**config.mk**
```make
export PLATFORM = sky130hd
export DESIGN_NAME = delay_timer_us
export DESIGN_NICKNAME = d
export VERILOG_FILES = /design/src/rtl/delay_timer_us.sv
export SDC_FILE = /design/constraint.sdc
export NUM_CORES = 1
export LEC_CHECK = 0
export ABC_AREA = 1
export BUFFER_PORTS_ARGS = -buffer_cell sky130_fd_sc_hd__clkbuf_2
export CORE_MARGIN = 2
export CORE_UTILIZATION = 56
export CTS_BUF_LIST = sky130_fd_sc_hd__clkbuf_4 sky130_fd_sc_hd__clkbuf_8 sky130_fd_sc_hd__clkbuf_16
export DETAILED_ROUTE_END_ITERATION = 12
export GPL_TIMING_DRIVEN = 1
export PLACE_DENSITY = 0.79
export RECOVER_POWER = 100
export SYNTH_ARGS = -nofsm -noshare
export SYNTH_HDL_FRONTEND = slang
export SYNTH_SLANG_ARGS = --single-unit
```
**constraint.sdc**
```tcl
create_clock -name clk -period 1.6 [get_ports clk]
set_input_delay 0.08 -clock clk [delete_from_list [all_inputs] [get_ports clk]]
set_output_delay 0.08 -clock clk [all_outputs]
set_load 0.02 [all_outputs]
```
**src/rtl/delay_timer_us.sv**
```systemverilog
// Programmable microsecond delay/interval timer: exact 1us prescaler feeding a
// runtime-loaded countdown, with one-shot/periodic modes, abort and optional retrigger.
module delay_timer_us #(
  parameter int CLK_FREQ_HZ = 50_000_000,
  parameter int DELAY_W     = 16,
  parameter bit RETRIGGER   = 1'b0
) (
  input  logic               clk,
  input  logic               reset,
  input  logic               start,
  input  logic               abort,
  input  logic               periodic,
  input  logic [DELAY_W-1:0] delay_us,
  output logic               busy,
  output logic               done,
  output logic [DELAY_W-1:0] remaining_us
);

  localparam int CYCLES_PER_US = CLK_FREQ_HZ / 1_000_000;
  localparam int PRESC_W       = (CYCLES_PER_US > 1) ? $clog2(CYCLES_PER_US) : 1;
  localparam logic [PRESC_W-1:0] PRESC_LAST = PRESC_W'(CYCLES_PER_US - 1);
  localparam logic [PRESC_W-1:0] PRESC_ZERO = {PRESC_W{1'b0}};
  localparam logic [PRESC_W-1:0] PRESC_ONE  = PRESC_W'(1);
  localparam logic [DELAY_W-1:0] DLY_ZERO   = {DELAY_W{1'b0}};
  localparam logic [DELAY_W-1:0] DLY_ONE    = DELAY_W'(1);

  typedef enum logic [0:0] {
    ST_IDLE = 1'b0,
    ST_RUN  = 1'b1
  } state_t;

  state_t             state_r, state_nx_s;
  logic [PRESC_W-1:0] presc_r, presc_nx_s;
  logic [DELAY_W-1:0] rem_r, rem_nx_s;
  logic [DELAY_W-1:0] n_r, n_nx_s;
  logic               mode_r, mode_nx_s;
  logic               busy_r;
  logic               done_r, done_nx_s;
  logic               accept_s;
  logic               wrap_s;

  // Next-state logic: abort beats start, start (when accepted) beats the countdown.
  always_comb begin
    state_nx_s = state_r;
    presc_nx_s = presc_r;
    rem_nx_s   = rem_r;
    n_nx_s     = n_r;
    mode_nx_s  = mode_r;
    done_nx_s  = 1'b0;
    accept_s   = start & ~abort & ((state_r == ST_IDLE) | (RETRIGGER == 1'b1));
    wrap_s     = (state_r == ST_RUN) && (presc_r == PRESC_LAST);

    if ((state_r == ST_RUN) && abort) begin
      state_nx_s = ST_IDLE;
      presc_nx_s = PRESC_ZERO;
      rem_nx_s   = DLY_ZERO;
    end else if (accept_s) begin
      if (delay_us == DLY_ZERO) begin
        // A zero delay expires immediately and never enters RUN.
        done_nx_s  = 1'b1;
        state_nx_s = ST_IDLE;
        presc_nx_s = PRESC_ZERO;
        rem_nx_s   = DLY_ZERO;
      end else begin
        state_nx_s = ST_RUN;
        presc_nx_s = PRESC_ZERO;
        rem_nx_s   = delay_us;
        n_nx_s     = delay_us;
        mode_nx_s  = periodic;
      end
    end else begin
      case (state_r)
        ST_RUN: begin
          if (wrap_s) begin
            presc_nx_s = PRESC_ZERO;
            if (rem_r == DLY_ONE) begin
              done_nx_s = 1'b1;
              if (mode_r) begin
                rem_nx_s = n_r;
              end else begin
                rem_nx_s   = DLY_ZERO;
                state_nx_s = ST_IDLE;
              end
            end else begin
              rem_nx_s = rem_r - DLY_ONE;
            end
          end else begin
            presc_nx_s = presc_r + PRESC_ONE;
          end
        end
        ST_IDLE: begin
          state_nx_s = ST_IDLE;
        end
        default: begin
          state_nx_s = ST_IDLE;
          presc_nx_s = PRESC_ZERO;
          rem_nx_s   = DLY_ZERO;
        end
      endcase
    end
  end

  // State, counters and registered outputs.
  always_ff @(posedge clk) begin
    if (reset) begin
      state_r <= ST_IDLE;
      presc_r <= PRESC_ZERO;
      rem_r   <= DLY_ZERO;
      n_r     <= DLY_ZERO;
      mode_r  <= 1'b0;
      busy_r  <= 1'b0;
      done_r  <= 1'b0;
    end else begin
      state_r <= state_nx_s;
      presc_r <= presc_nx_s;
      rem_r   <= rem_nx_s;
      n_r     <= n_nx_s;
      mode_r  <= mode_nx_s;
      busy_r  <= (state_nx_s == ST_RUN);
      done_r  <= done_nx_s;
    end
  end

  assign busy         = busy_r;
  assign done         = done_r;
  assign remaining_us = rem_r;

endmodule

```
# Yosys cells after proc, flatten, opt, wreduce, memory -nomap -nowiden
# Index checks and enable logic that the tools add are counted.
# word_totals
elab_cells	43
reg_bits	41
out_inout_bits	18
in_bits	21
# classes
bitwise	6
muxes	18
n_eq_ne	2
n_addsub	2
reduce_logical	9
# ops
operator	count
$mux 16	6
$eq 16x1->1 const B	1
$logic_not 16->1	1
$sub 16x1->16 const B	1
$mux 1	10
$add 6x1->6 const B	1
$eq 6x6->1 const B	1
$mux 6	1
$not 1->1	4
$reduce_bool 2->1	2
$reduce_and 3->1	1
$reduce_or 3->1	1
$and 1x1->1	2
$logic_and 1x1->1	2
$pmux 1 s2	1
$reduce_and 2->1	1
$reduce_or 2->1	1

# Depth between registers and ports, before layout
# logic_depth
ltp_word	5
ltp_mapped	11
mapped_depth_nobuf	10

# Worst setup path after synthesis
# Ideal clock, no wire load.
# synth_path
path_kind	register to register
start	register rem_r[0] (netlist: remaining_us[0])
end	register rem_r[11] (netlist: remaining_us[11])
n_path_buf	1
setup_time_ns	0.070
slack_ns	0.023
arrival_time_ns	1.507
synth_period_minus_slack_ns	1.577
stages_incl_launch_ff	11
required_ns	1.530
cell_sequence	dfxtp_1 -> ha_1 -> nand3_1 -> nor2_1 -> nand2_4 -> nor2_8 -> buf_6 -> nand2_1 -> nand2_1 -> nand2_1 -> a21oi_1
# synth_via
elab_chain_cells	5
elab_cells_between_ends	6
cone_classes	add/sub (1); eq/ne (1); mux (4)
# synth_rtl
element	line	text
start, declared	34	logic [DELAY_W-1:0] rem_r, rem_nx_s;
start signal, assigned	116	rem_r <= rem_nx_s;
$sub 16x1->16 / $eq 16x1->1 (equally long branches)	85, 76	
$mux 16 *	76	if (rem_r == DLY_ONE) begin
$mux 16 *	74	if (wrap_s) begin
$mux 16 *	72	case (state_r)
$mux 16 *	57	end else if (accept_s) begin
# Mark *: on every way between the ends. The rest lies on a longest branch, timed or not. The select of a mux whose other input is x is not followed.
# A chain may end at the register's enable or synchronous reset.

# Final worst setup path
# layout_path
start	register presc_r[1]
end	register rem_r[1] (netlist: remaining_us[1])
# layout_via
elab_chain_cells	4
# layout_rtl
element	line	text
start, declared	33	logic [PRESC_W-1:0] presc_r, presc_nx_s;
start signal, assigned	115	presc_r <= presc_nx_s;
$eq 6x6->1	51	wrap_s = (state_r == ST_RUN) && (presc_r == PRESC_LAST);
$logic_and 1x1->1	51	
$reduce_bool 2->1 (no source line)	n/a	
$reduce_and 2->1 (no source line)	n/a	
# Every way passes these cells.

==> reports/metrics.yaml <==
routing:
  detail-route-antenna-nets: 0
  drt_iter0_drc: 277
  vias: 2701
  drc: 0
  vias_per_cell: 5.62
  dr_wl_met2_um: 3220
  wl_met3_um: 685
  drt-met1-wl_um: 3130
  wl_per_cell_um: 14.9
  dr.pass1.iters: 5
  top_layer_used: "met4"
  wirelength_um: 7180
finish:
  drive_gt1_share_pct: 29.7
  fillers: 315
  multi_input_area_um2: 1500
  area_growth_pct: 31.1
  nNetsFinal: 455
  area.sequential_um2: 830
  n_antenna_cell: 0
  fin_util_pct: 76.5
global_route:
  grt_max_degree: 20
  gr-total-overflow: 0
  grt_usage_pct: 30.2
  grt_pass1_wl_um: 10500
  grt_pass1_vias: 2219
  antenna_found_initial: 0
critical_path:
  critPathMaxFanout: 5
  crit_path_end_kind: "flip-flop"
  cp.required_ns: 1.79
  crit_family: "simple AND/OR/NAND/NOR gates"
  cp.arrival_ns: 1.83
  cp_common_cell: "buf_6"
  critical_path.startpoint_type: "flip-flop"
  slowest_stage: "dfxtp_2"
  path_class: "reg2reg"
  critPathMaxStageDelay_ns: 0.34
  r2r_slack_ns: -0.03
  critPathBufInv: 3
  critical_path.cell_chain: "inv_2 > ha_4 > nand4_1 > nor3_4 > nor2_4 > buf_6 > buf_6 > a21oi_2 > a21oi_1"
clocking:
  cts.sinks: 41
  clockRootBuffer: "clkbuf_8"
  cts.path.max_buffers: 2
  cts_buffers: 5
  clkLatencyLatePin_ns: 0.30
  path_clk_slew_ns: 0.08
  holdBufCountCts: 0
  cts_max_level: 2
  cts_tree: "yes"
synth:
  synth_common_cells: "nand2_1 (128), a21oi_1 (55), dfxtp_1 (41), nor2_1 (32), inv_1 (24)"
  syn_inst: 363
  syn-num-nets: 388
  seq_area_frac_synth_pct: 35.2
  synth_seq_cells: 41
  yosysTopAreaCell: "dfxtp_1"
  syn_area_um2: 2330
  synthFlopType: "dfxtp_1"
  synth_most_common_cell: "nand2_1"
  synth_cell_types: 28
  synth_edf_count: 0
  synth_area_leaders: "dfxtp_1 (35%), nand2_1 (21%), a21oi_1 (12%), nor2_1 (5.1%), nand3_1 (4.1%)"
  async_flop_share_pct: 0
  avgSynthCellArea_um2: 6.43
  yosys_warnings: 0
  synth_top_area_share_pct: 35.2
run:
  drv_cap: 0
sta:
  slew-limit-headroom_pct: 74.9
  report.final.slew_viol_count: 0
  skew_ns: 0.00609
  max_freq_ghz: 0.613
  setup_viol: 5
  holdWs_ns: 0.0339
  rsz0062_at_grt: "yes"
  worst_slack_ns: -0.0307
  finalHoldViolCount: 0
  min_period_ns: 1.63
  fin_crit_sh_pct: 102
  worst-slew-pin-transition_ns: 0.375
place:
  gp_congestion: 0.873
  io_buffer_count: 38
  hpwl_um: 4630
power:
  cellPowerDensity_nw_per_um2: 951
  p_leak_nw: 1.43
  ir_drop_v: 0.000826
min_path:
  hold_path.class: "in2reg"
run_status:
  violations: "negative setup slack"
  status: "finished, violations left"
floorplanning:
  initial_core_util_pct: 58.4
  core_area_um2: 4000
  die_x_um: 68.6
  die_h_um: 68.6
  fp-row-count: 23
  die-area_um2: 4700
  pin_count: 39
[worst paths after layout]
kind                                start                            to  cells past startpoint
setup reg to reg  presc_r[1]$_SDFFE_PP0P_  remaining_us[1]$_SDFFE_PP0P_                      9
hold reg to reg       n_r[0]$_SDFFE_PP0P_           n_r[0]$_SDFFE_PP0P_                      2
setup / recovery  presc_r[1]$_SDFFE_PP0P_  remaining_us[1]$_SDFFE_PP0P_                      9
hold / removal               delay_us[11]          n_r[11]$_SDFFE_PP0P_                      3
[layout make-up]
cell class | instances | share of cell area (%)
well taps | 50 | 2.04
clock inverters | 2 | 1.23
repair buffers | 70 | 14.8
inverters | 26 | 3.27
flip-flops and latches | 41 | 27.1
multi-input cells | 286 | 48.9
clock buffers | 6 | 2.70
[logic make-up after synthesis]
kind of cell    count (synthesis)  share of synthesized area [%]
fa+ha+maj                       4                           2.14
xor+xnor                        7                           2.63
buf+inv                        38                           7.29
compound gates                 77                           16.7
simple gates                  196                           36.1
flops                          41                           35.2
[registers in the layout (all words and copies together) (netlist names)]
register and count:
busy 1, done 1, mode_r 1, n_r 16, presc_r 6, remaining_us 16
[report_power, final]
group	total (mW)	switching [mW]	internal, mW
Clock	0.895	0.387	0.508
Sequential	1.14	0.0582	1.08
Combinational	0.880	0.549	0.331
Total	2.91	0.994	1.92
[per-stage QoR]
step                      std cells  setup TNS, ns  worst slack (ns)  total power [mW]  area, um2
after floorplan                 363              0            0.0228              1.66       2330
after global placement          460         -0.219           -0.0533              1.89       2690
after detailed placement        460         -0.338           -0.0523              1.90       2690
after CTS                       471              0            0.0128              2.79       2840
after global routing            481         -0.890            -0.139              3.06       3060
final                           481         -0.109           -0.0307              2.91       3060
[worst register-to-register path, delay by kind of cell, from the launching register on]
family                   cells  cell delay [ns]
buffers and inverters        3             0.33
AND/OR/NAND/NOR              3             0.55
AO/OA/AOI/OAI                2             0.19
flip-flops                   1             0.34
adder cells (fa/ha/maj)      1             0.11
[per-layer routing]
| metal | vias up | global-route usage, % |
|---|---|---|
| met4 | 0 | 8.75 |
| li1 | 1314 | - |
| met3 | 13 | 5.68 |
| met2 | 161 | 44.2 |
| met1 | 1213 | 44.9 |
| met5 | - | 0 |
[layout by cell type, fill, tap and decap left out, types with 2 or more instances in the layout]
cell type | synthesis | final
nand2_1 | 128 | 124
a21oi_1 | 55 | 44
clkbuf_2 | 0 | 37
dfxtp_1 | 41 | 34
buf_4 | 1 | 28
nor2_1 | 32 | 24
inv_1 | 24 | 21
nand3_1 | 19 | 18
o21ai_0 | 17 | 16
nor2_2 | 3 | 10
a21oi_2 | 0 | 10
dfxtp_2 | 0 | 7
xor2_1 | 6 | 6
clkbuf_8 | 0 | 6
nand2_2 | 1 | 5
nor2_4 | 2 | 5
inv_2 | 2 | 4
o21ai_1 | 3 | 4
nor3_1 | 3 | 3
nand4_1 | 3 | 3
buf_6 | 2 | 3
nor3_4 | 1 | 2
o21bai_1 | 2 | 2
ha_4 | 0 | 2
[what timing repair did]
action,4_1_cts,5_1_grt
setup buffers,2,10
resized for setup,2,47
cloned,1,1
pin swaps,3,21
endpoints found under the setup margin,16,18
Power figures use the tool's default switching activity.
